`src/rtl/e203_exu_flush_arb_pkg.sv`:
```
// Shared types and source indices for the EXU flush arbiter.
package e203_flush_pkg;

  typedef enum logic {
    FL_IDLE = 1'b0,
    FL_LOCK = 1'b1
  } flush_state_e;

  localparam int FLUSH_SRC_EXCP = 0;
  localparam int FLUSH_SRC_DBG  = 1;
  localparam int FLUSH_SRC_BRCH = 2;

endpackage

```
`src/rtl/e203_exu_flush_arb_if.sv`:
```
// Flush-source, IFU-flush and commit-lane bundle for e203_exu_flush_arb.
// pipe_flush_pc exists only when E203_FLUSH_PC_EN is defined.
interface e203_exu_flush_arb_if #(
  parameter int NUM_SRC   = 3,
  parameter int PC_SIZE   = 32,
  parameter int CMT_WIDTH = 2,
  parameter int CNT_W     = 16
);
  localparam int INSTRET_W = $clog2(CMT_WIDTH + 1);

  logic [NUM_SRC-1:0]         src_flush_req;
  logic [NUM_SRC*PC_SIZE-1:0] src_flush_op1;
  logic [NUM_SRC*PC_SIZE-1:0] src_flush_op2;
  logic [NUM_SRC-1:0]         src_flush_ack;
  logic                       pipe_flush_req;
  logic                       pipe_flush_ack;
  logic [PC_SIZE-1:0]         pipe_flush_add_op1;
  logic [PC_SIZE-1:0]         pipe_flush_add_op2;
`ifdef E203_FLUSH_PC_EN
  logic [PC_SIZE-1:0]         pipe_flush_pc;
`endif
  logic                       flush_pulse;
  logic [NUM_SRC-1:0]         flush_grant;
  logic [CMT_WIDTH-1:0]       cmt_valid;
  logic [CMT_WIDTH-1:0]       cmt_ready;
  logic [INSTRET_W-1:0]       cmt_instret_cnt;
  logic                       nonflush_cmt_ena;
  logic [CNT_W-1:0]           flush_cnt;

  modport master (
    input  src_flush_req, src_flush_op1, src_flush_op2, pipe_flush_ack, cmt_valid,
    output src_flush_ack, pipe_flush_req, pipe_flush_add_op1, pipe_flush_add_op2,
`ifdef E203_FLUSH_PC_EN
    output pipe_flush_pc,
`endif
    output flush_pulse, flush_grant, cmt_ready, cmt_instret_cnt, nonflush_cmt_ena, flush_cnt
  );

  modport slave (
    output src_flush_req, src_flush_op1, src_flush_op2, pipe_flush_ack, cmt_valid,
    input  src_flush_ack, pipe_flush_req, pipe_flush_add_op1, pipe_flush_add_op2,
`ifdef E203_FLUSH_PC_EN
    input  pipe_flush_pc,
`endif
    input  flush_pulse, flush_grant, cmt_ready, cmt_instret_cnt, nonflush_cmt_ena, flush_cnt
  );

endinterface

```
`src/rtl/e203_exu_flush_arb_prio_arb.sv`:
```
// Lowest-index-first one-hot picker with an any-request flag.
module e203_prio_arb #(
  parameter int N = 3
) (
  input  logic [N-1:0] req,
  output logic [N-1:0] grant,
  output logic         any
);

  // Isolate the lowest set bit.
  assign grant = req & (~req + N'(1));
  assign any   = |req;

endmodule

```
`src/rtl/e203_exu_flush_arb.sv`:
```
// Fixed-priority flush arbiter with a held LOCK state, plus in-order commit gating.
// Optional E203_FLUSH_PC_EN adds the precomputed, latched pipe_flush_pc output.
module e203_exu_flush_arb
  import e203_flush_pkg::*;
#(
  parameter int NUM_SRC   = 3,
  parameter int PC_SIZE   = 32,
  parameter int CMT_WIDTH = 2,
  parameter int CNT_W     = 16
) (
  input logic                  clk,
  input logic                  rst_n,
  e203_exu_flush_arb_if.master bus
);

  localparam int INSTRET_W = $clog2(CMT_WIDTH + 1);

  flush_state_e       state;
  logic [NUM_SRC-1:0] lock_grant;
  logic [PC_SIZE-1:0] lock_op1;
  logic [PC_SIZE-1:0] lock_op2;
  logic [CNT_W-1:0]   cnt_q;

  logic [NUM_SRC-1:0] idle_grant;
  logic               idle_any;
  logic [NUM_SRC-1:0] pre_mask;
  logic [NUM_SRC-1:0] pre_grant;
  logic               pre_any_raw;
  logic               pre_any;
  logic               in_lock;
  logic               hold_lock;
  logic [NUM_SRC-1:0] cur_grant;
  logic [PC_SIZE-1:0] sel_op1;
  logic [PC_SIZE-1:0] sel_op2;
  logic               req_raw;
  logic               flush_req;
  logic               pulse;

  logic [CMT_WIDTH-1:0] cmt_rdy;
  logic [CMT_WIDTH-1:0] cmt_fire;
  logic [INSTRET_W-1:0] instret;

  assign in_lock = (state == FL_LOCK);

  e203_prio_arb #(.N(NUM_SRC)) u_idle_arb (
    .req   (bus.src_flush_req),
    .grant (idle_grant),
    .any   (idle_any)
  );

  // Only sources strictly below the latched one may pre-empt it.
  assign pre_mask = lock_grant - NUM_SRC'(1);

  e203_prio_arb #(.N(NUM_SRC)) u_pre_arb (
    .req   (bus.src_flush_req & pre_mask),
    .grant (pre_grant),
    .any   (pre_any_raw)
  );

  assign pre_any   = in_lock & pre_any_raw;
  assign hold_lock = in_lock & ~pre_any;
  assign cur_grant = in_lock ? (pre_any ? pre_grant : lock_grant) : idle_grant;

  always_comb begin
    sel_op1 = '0;
    sel_op2 = '0;
    for (int i = 0; i < NUM_SRC; i++) begin
      if (cur_grant[i]) begin
        sel_op1 = sel_op1 | bus.src_flush_op1[i*PC_SIZE +: PC_SIZE];
        sel_op2 = sel_op2 | bus.src_flush_op2[i*PC_SIZE +: PC_SIZE];
      end
    end
  end

  assign req_raw   = in_lock | idle_any;
  assign flush_req = rst_n & req_raw;
  assign pulse     = flush_req & bus.pipe_flush_ack;

  assign bus.pipe_flush_req     = flush_req;
  assign bus.flush_pulse        = pulse;
  assign bus.src_flush_ack      = {NUM_SRC{pulse}} & cur_grant;
  assign bus.flush_grant        = {NUM_SRC{rst_n}} & cur_grant;
  assign bus.pipe_flush_add_op1 = {PC_SIZE{rst_n}} & (hold_lock ? lock_op1 : sel_op1);
  assign bus.pipe_flush_add_op2 = {PC_SIZE{rst_n}} & (hold_lock ? lock_op2 : sel_op2);
  assign bus.flush_cnt          = {CNT_W{rst_n}} & cnt_q;

`ifdef E203_FLUSH_PC_EN
  logic [PC_SIZE-1:0] lock_pc;
  logic [PC_SIZE-1:0] sum_pc;

  assign sum_pc            = sel_op1 + sel_op2;
  assign bus.pipe_flush_pc = {PC_SIZE{rst_n}} & (hold_lock ? lock_pc : sum_pc);
`endif

  // Ready ripples through valid lanes so retirement never skips a lane.
  always_comb begin
    cmt_rdy    = '0;
    cmt_rdy[0] = rst_n & ~req_raw;
    for (int i = 1; i < CMT_WIDTH; i++) begin
      cmt_rdy[i] = cmt_rdy[i-1] & bus.cmt_valid[i-1];
    end
  end

  assign cmt_fire = bus.cmt_valid & cmt_rdy;

  always_comb begin
    instret = '0;
    for (int i = 0; i < CMT_WIDTH; i++) begin
      instret = instret + INSTRET_W'(cmt_fire[i]);
    end
  end

  assign bus.cmt_ready        = cmt_rdy;
  assign bus.cmt_instret_cnt  = instret;
  assign bus.nonflush_cmt_ena = |cmt_fire;

  always_ff @(posedge clk) begin
    if (!rst_n) begin
      state      <= FL_IDLE;
      lock_grant <= '0;
      lock_op1   <= '0;
      lock_op2   <= '0;
      cnt_q      <= '0;
`ifdef E203_FLUSH_PC_EN
      lock_pc    <= '0;
`endif
    end else begin
      if (pulse && (cnt_q != '1)) begin
        cnt_q <= cnt_q + CNT_W'(1);
      end
      case (state)
        FL_IDLE: begin
          if (idle_any && !bus.pipe_flush_ack) begin
            state      <= FL_LOCK;
            lock_grant <= idle_grant;
            lock_op1   <= sel_op1;
            lock_op2   <= sel_op2;
`ifdef E203_FLUSH_PC_EN
            lock_pc    <= sum_pc;
`endif
          end
        end
        FL_LOCK: begin
          if (bus.pipe_flush_ack) begin
            state      <= FL_IDLE;
            lock_grant <= '0;
          end else if (pre_any) begin
            lock_grant <= pre_grant;
            lock_op1   <= sel_op1;
            lock_op2   <= sel_op2;
`ifdef E203_FLUSH_PC_EN
            lock_pc    <= sum_pc;
`endif
          end
        end
        default: state <= FL_IDLE;
      endcase
    end
  end

endmodule
```
`src/flat_wrapper.sv`:
```
// flat-port wrapper written by rule: the top's interface ports become plain ports
module e203_exu_flush_arb_flat import e203_flush_pkg::*;
#(
  parameter int NUM_SRC   = 3,
  parameter int PC_SIZE   = 32,
  parameter int CMT_WIDTH = 2,
  parameter int CNT_W     = 16
)
  (clk, rst_n, bus_src_flush_req, bus_src_flush_op1, bus_src_flush_op2, bus_pipe_flush_ack, bus_cmt_valid, bus_src_flush_ack, bus_pipe_flush_req, bus_pipe_flush_add_op1, bus_pipe_flush_add_op2, bus_flush_pulse, bus_flush_grant, bus_cmt_ready, bus_cmt_instret_cnt, bus_nonflush_cmt_ena, bus_flush_cnt);
  e203_exu_flush_arb_if #(.NUM_SRC(NUM_SRC), .PC_SIZE(PC_SIZE), .CMT_WIDTH(CMT_WIDTH), .CNT_W(CNT_W)) bus_i ();
  input logic clk;
  input logic rst_n;
  input wire logic [$bits(bus_i.src_flush_req)-1:0] bus_src_flush_req;
  input wire logic [$bits(bus_i.src_flush_op1)-1:0] bus_src_flush_op1;
  input wire logic [$bits(bus_i.src_flush_op2)-1:0] bus_src_flush_op2;
  input wire logic [$bits(bus_i.pipe_flush_ack)-1:0] bus_pipe_flush_ack;
  input wire logic [$bits(bus_i.cmt_valid)-1:0] bus_cmt_valid;
  output wire logic [$bits(bus_i.src_flush_ack)-1:0] bus_src_flush_ack;
  output wire logic [$bits(bus_i.pipe_flush_req)-1:0] bus_pipe_flush_req;
  output wire logic [$bits(bus_i.pipe_flush_add_op1)-1:0] bus_pipe_flush_add_op1;
  output wire logic [$bits(bus_i.pipe_flush_add_op2)-1:0] bus_pipe_flush_add_op2;
  output wire logic [$bits(bus_i.flush_pulse)-1:0] bus_flush_pulse;
  output wire logic [$bits(bus_i.flush_grant)-1:0] bus_flush_grant;
  output wire logic [$bits(bus_i.cmt_ready)-1:0] bus_cmt_ready;
  output wire logic [$bits(bus_i.cmt_instret_cnt)-1:0] bus_cmt_instret_cnt;
  output wire logic [$bits(bus_i.nonflush_cmt_ena)-1:0] bus_nonflush_cmt_ena;
  output wire logic [$bits(bus_i.flush_cnt)-1:0] bus_flush_cnt;
  assign bus_i.src_flush_req = bus_src_flush_req;
  assign bus_i.src_flush_op1 = bus_src_flush_op1;
  assign bus_i.src_flush_op2 = bus_src_flush_op2;
  assign bus_i.pipe_flush_ack = bus_pipe_flush_ack;
  assign bus_i.cmt_valid = bus_cmt_valid;
  assign bus_src_flush_ack = bus_i.src_flush_ack;
  assign bus_pipe_flush_req = bus_i.pipe_flush_req;
  assign bus_pipe_flush_add_op1 = bus_i.pipe_flush_add_op1;
  assign bus_pipe_flush_add_op2 = bus_i.pipe_flush_add_op2;
  assign bus_flush_pulse = bus_i.flush_pulse;
  assign bus_flush_grant = bus_i.flush_grant;
  assign bus_cmt_ready = bus_i.cmt_ready;
  assign bus_cmt_instret_cnt = bus_i.cmt_instret_cnt;
  assign bus_nonflush_cmt_ena = bus_i.nonflush_cmt_ena;
  assign bus_flush_cnt = bus_i.flush_cnt;
  e203_exu_flush_arb #(.NUM_SRC(NUM_SRC), .PC_SIZE(PC_SIZE), .CMT_WIDTH(CMT_WIDTH), .CNT_W(CNT_W)) u_core (.clk(clk), .rst_n(rst_n), .bus(bus_i));
endmodule
```
`config.mk`:
```
export PLATFORM = sky130hd
export DESIGN_NAME = e203_exu_flush_arb_flat
export DESIGN_NICKNAME = d
export VERILOG_FILES = /design/src/rtl/e203_exu_flush_arb_pkg.sv /design/src/rtl/e203_exu_flush_arb_if.sv /design/src/rtl/e203_exu_flush_arb_prio_arb.sv /design/src/rtl/e203_exu_flush_arb.sv /design/src/flat_wrapper.sv
export SDC_FILE = /design/constraint.sdc
export NUM_CORES = 1
export LEC_CHECK = 0
export BUFFER_PORTS_ARGS = -buffer_cell sky130_fd_sc_hd__buf_2
export CAP_MARGIN = 10
export CORE_ASPECT_RATIO = 1.1
export CORE_MARGIN = 3
export CORE_UTILIZATION = 44
export CTS_BUF_LIST = sky130_fd_sc_hd__clkbuf_4
export CTS_CLUSTER_SIZE = 30
export DETAILED_ROUTE_END_ITERATION = 6
export PLACE_DENSITY = 0.8
export SLEW_MARGIN = 20
export SYNTH_ARGS = -nofsm -noshare
export SYNTH_HDL_FRONTEND = slang
export SYNTH_SLANG_ARGS = --single-unit
```
`constraint.sdc`:
```
create_clock -name clk -period 2.6 [get_ports clk]
set_input_delay 0.52 -clock clk [delete_from_list [all_inputs] [get_ports clk]]
set_output_delay 0.52 -clock clk [all_outputs]
set_load 0.05 [all_outputs]
```
==> results.py, run 1 <==
metrics = {
    "floorplan": {
        "num_rows": 44,
        "ios": 293,
        "chipHeight_um": 128,
        "initial_core_util_pct": 45.1,
        "die_w_um": 117,
    },
    "synthesis": {
        "syn_nets": 916,
        "synth.area.top_cells": "dfxtp_1 (28%), o21ai_0 (10%), a311oi_2 (7.8%)",
        "synth_area_leader_cell": "dfxtp_1",
        "ys.flop_type": "dfxtp_1",
        "netlist_top_cells_count": "o21ai_0 (125), dfxtp_1 (84), a21oi_1 (73)",
        "synth-edff-count": 0,
        "synthMostInstantiatedCell": "o21ai_0",
        "async_reset_ff_share_pct": 0,
        "synth_area_um2": 5980,
        "synth_top_area_share_pct": 28.1,
        "postSynthAreaPerCell_um2": 8.37,
        "synth_warnings": 0,
        "postSynthCellCount": 714,
        "synth_cell_types": 56,
        "yosysSeqAreaShare_pct": 28.1,
        "synth-seq-cells": 84,
    },
    "clock_network": {
        "htreeDepth": 3,
        "clkSinkCount": 84,
        "root_buffer": "clkbuf_4",
        "cts_buffers": 9,
        "cts_max_path_buffers": 2,
    },
    "placement": {
        "hpwl_um": 17700,
        "portBuffers": 292,
        "gp_congestion": 0.904,
    },
    "global_route": {
        "grt_max_degree": 66,
        "antenna_found_initial": 8,
        "track_usage_pct": 78.7,
        "grt.overflow.total": 9,
    },
    "run_status": {
        "stop_stage": "5_1_grt",
        "status": "aborted with a tool error",
        "tool.error": "[ERROR GRT-0232] Routing congestion too high. Check the congestion heatmap in the GUI.",
    },
    "sta": {
        "worst_endpoint_kind": "primary output",
        "postGrtWorstEndpoint": "bus_pipe_flush_add_op1[7]",
    },
}
==> kinds of logic after synthesis <==
family	share of synthesized area, %
simple gates	8.39
compound gates	53.2
xor+xnor	0.293
fa+ha+maj	0.418
buf+inv	8.08
flops	28.1
mux	1.46
==> what timing repair did <==
action | 4_1_cts
hold buffers | 0
pin swaps | 45
gates cloned | 14
endpoints found under the setup margin | 72
buffers inserted | 27
resized for setup | 346
==> layer usage <==
layer	global-route usage, %	overflow
met3	69.3	0
met4	73.9	6
met2	91.4	3
met5	25.3	0
met1	79.8	0
==> through the flow <==
stage / area (µm²) / setup TNS, ps / cells / hold slack, ps / setup slack, ps
2_1_floorplan: 7080 / -1480 / 714 / 452 / -74.3
3_3_place_gp: 10100 / -11400 / 1297 / 476 / -226
3_5_place_dp: 10100 / -11680 / 1297 / 488 / -248
4_1_cts: 12100 / -26450 / 1349 / 358 / -431
==> run 2: changes to the inputs <==
- CORE_ASPECT_RATIO: 1.1 -> not set
- CORE_UTILIZATION: 44 -> 40
- CTS_BUF_LIST: sky130_fd_sc_hd__clkbuf_4 -> not set
- CTS_CLUSTER_SIZE: 30 -> not set
- PLACE_DENSITY: 0.8 -> not set
- PLACE_DENSITY_LB_ADDON: not set -> 0.15
- clock period: 2.6 -> 3.4 ns (I/O delays scaled with it)
==> run 2 against run 1 <==
The flow now finishes without violations; synthesized cell count is the same; synthesized area is the same.
==> results.py, run 2 <==
metrics = {
    "sta": {
        "tns_ps": 0,
        "setup_violations": 0,
        "relSlewSlack_pct": 48.5,
        "timing.final.crit_share_pct": 97.7,
        "max_slew.worst_pin.slew_ps": 773,
        "fmax_mhz": 301,
        "fin_hold_ws_ps": 494,
        "skew_ps": 5.52,
        "min_period_ps": 3320,
        "finalHoldViolations": 0,
        "drv_slew": 0,
    },
    "floorplan": {
        "die_area_um2": 16500,
        "ios": 293,
        "core_area_um2": 14600,
        "num_rows": 44,
        "initial_core_util_pct": 41.0,
        "die_w_um": 128,
        "chipHeight_um": 128,
    },
    "synthesis": {
        "synth-edff-count": 0,
        "synth_warnings": 0,
        "synth-seq-cells": 84,
        "async_reset_ff_share_pct": 0,
        "synth_cell_types": 56,
        "ys.flop_type": "dfxtp_1",
        "yosysSeqAreaShare_pct": 28.1,
        "netlist_top_cells_count": "o21ai_0 (125), dfxtp_1 (84), a21oi_1 (73)",
        "syn_nets": 916,
        "synth_area_leader_cell": "dfxtp_1",
        "synth_area_um2": 5980,
        "postSynthCellCount": 714,
        "synth.area.top_cells": "dfxtp_1 (28%), o21ai_0 (10%), a311oi_2 (7.8%)",
        "synthMostInstantiatedCell": "o21ai_0",
        "postSynthAreaPerCell_um2": 8.37,
        "synth_top_area_share_pct": 28.1,
    },
    "global_route": {
        "grt.met3_usage_pct": 6.50,
        "grt_max_degree": 90,
        "busiest_layer": "met2",
        "grt.met2_usage_pct": 43.4,
        "grt.overflow.total": 0,
        "antenna_found_initial": 4,
        "track_usage_pct": 25.1,
        "grt_pass1_wl_um": 33800,
        "grt_pass1_vias": 6686,
        "grt_use_met1_pct": 31.0,
    },
    "routing": {
        "drt-vias-per-instance": 6.18,
        "drtIter0Drc": 461,
        "ant_nets": 0,
        "route.detailed.drc": 0,
        "first_pass_iters": 4,
        "dr_total_vias": 7128,
        "routed_wl_um": 22600,
        "wire_per_inst_um": 19.6,
    },
    "layout": {
        "nFillCells": 1377,
        "fin_cells": 1154,
        "final_common_cell": "buf_2",
        "mostFrequentLayoutCells": "buf_2 (244), o21ai_0 (125), dfxtp_1 (84)",
        "drive_gt1_share_pct": 48.6,
        "reg_top3": "u_core.lock_op1: 32 flops, u_core.lock_op2: 32 flops, u_core.cnt_q: 16 flops",
        "synthToLayoutAreaGrowth_pct": 42.4,
        "nNetsFinal": 1164,
    },
    "placement": {
        "portBuffers": 292,
        "place_inst": 1127,
        "gp_congestion": 0.823,
        "hpwl_um": 14600,
    },
    "worst_setup_path": {
        "arrival_ps": 2640,
        "reg2reg_depth": 9,
        "crit_fanout": 26,
        "endpoint_kind": "primary output",
        "path_class": "reg2out",
        "required_ps": 2720,
        "worstSetupStartpointType": "register",
    },
    "clock_network": {
        "cts_max_path_buffers": 2,
        "cts_buffers": 9,
        "root_buffer": "clkbuf_16",
        "htreeDepth": 3,
        "cts_tree": "built",
        "cts.clk_slew.worst_paths_ps": 60,
        "clock_latency_ps": 350,
        "clkSinkCount": 84,
    },
    "power_and_ir_drop": {
        "power_mw": 3.31,
        "irDropWorstVdd_mv": 0.272,
        "leakagePower_nw": 3.25,
        "p_per_area_nw_per_um2": 388,
    },
    "min_path": {
        "hold_path.class": "reg2reg",
        "whs_path_depth": 1,
    },
    "run": {
        "max-cap-violations": 0,
    },
    "run_status": {
        "status": "finished, final reports clean",
    },
}
-- run 2: power breakdown --
| group | leakage (nW) | internal [mW] | total (mW) | switching [mW] |
|---|---|---|---|---|
| Sequential | 0.693 | 1.06 | 1.10 | 0.0389 |
| Combinational | 2.41 | 0.429 | 1.19 | 0.763 |
| Clock | 0.149 | 0.607 | 1.02 | 0.410 |
-- run 2: area by class of cell --
cell class                 instances  area, µm²  share of cell area, %
inverter                          13       50.0                  0.588
sequential                        84       1680                   19.7
timing repair buffer             330       2050                   24.1
antenna                            3       7.51                 0.0881
clock buffer                      12        256                   3.01
tap                              184        230                   2.70
clock inverter                     4       47.5                  0.558
multi-input combinational        524       4190                   49.2
-- run 2: metrics by stage --
| stage | cell area (µm²) | util, % | worst slack (ps) |
|---|---|---|---|
| after floorplan | 6230 | - | 15.1 |
| after global placement | 7890 | 54.0 | 194 |
| after detailed placement | 7890 | 54.0 | 194 |
| after CTS | 8200 | 56.2 | 15.6 |
| after global routing | 8520 | 58.4 | -2.88 |
| final | 8520 | 58.4 | 76.9 |
-- run 2: worst paths after layout --
kind	start	end	slack [ps]
worst max-delay path	u_core.in_lock	bus_pipe_flush_add_op2[6]	80
worst min-delay path	u_core.cnt_q[5]	u_core.cnt_q[5]	490
worst max register to register	u_core.lock_grant[1]	u_core.lock_op2[7]	840
worst min register to register	u_core.cnt_q[5]	u_core.cnt_q[5]	490
-- run 2: what timing repair did --
| action | in CTS | in global routing |
|---|---|---|
| cloned | 0 | 3 |
| hold buffers | 0 | 0 |
| resized for setup | 4 | 107 |
| setup buffers | 0 | 5 |
| pin swaps | 0 | 9 |
| setup endpoints to repair | 8 | 64 |
-- run 2: metal layers --
metal | wire length, µm | vias to the layer above
li1 | - | 3416
met1 | 9130 | 3388
met2 | 11200 | 295
met3 | 1910 | 27
met4 | 377 | 2
met5 | 7 | -
-- run 2: logic make-up (layout without fill, tap and decap cells) --
kind of cell | Yosys count | in the layout | share of synthesized area, %
AO/OA/AOI/OAI | 424 | 424 | 53.2
buffers and inverters | 106 | 359 | 8.08
AND/OR/NAND/NOR | 88 | 88 | 8.39
flip-flops | 84 | 84 | 28.1
multiplexers | 8 | 8 | 1.46
adder cells (fa/ha/maj) | 2 | 2 | 0.418
XOR/XNOR | 2 | 2 | 0.293
other | 0 | 3 | 0
-- run 2: worst max-delay path, stage by stage (launching register included) --
cell and delay, ps:
dfxtp_1 560, inv_1 250, o41ai_4 400, buf_4 190
buf_8 240, a32oi_1 130, a31oi_1 250, clkbuf_4 270
Power figures use the tool's default switching activity.
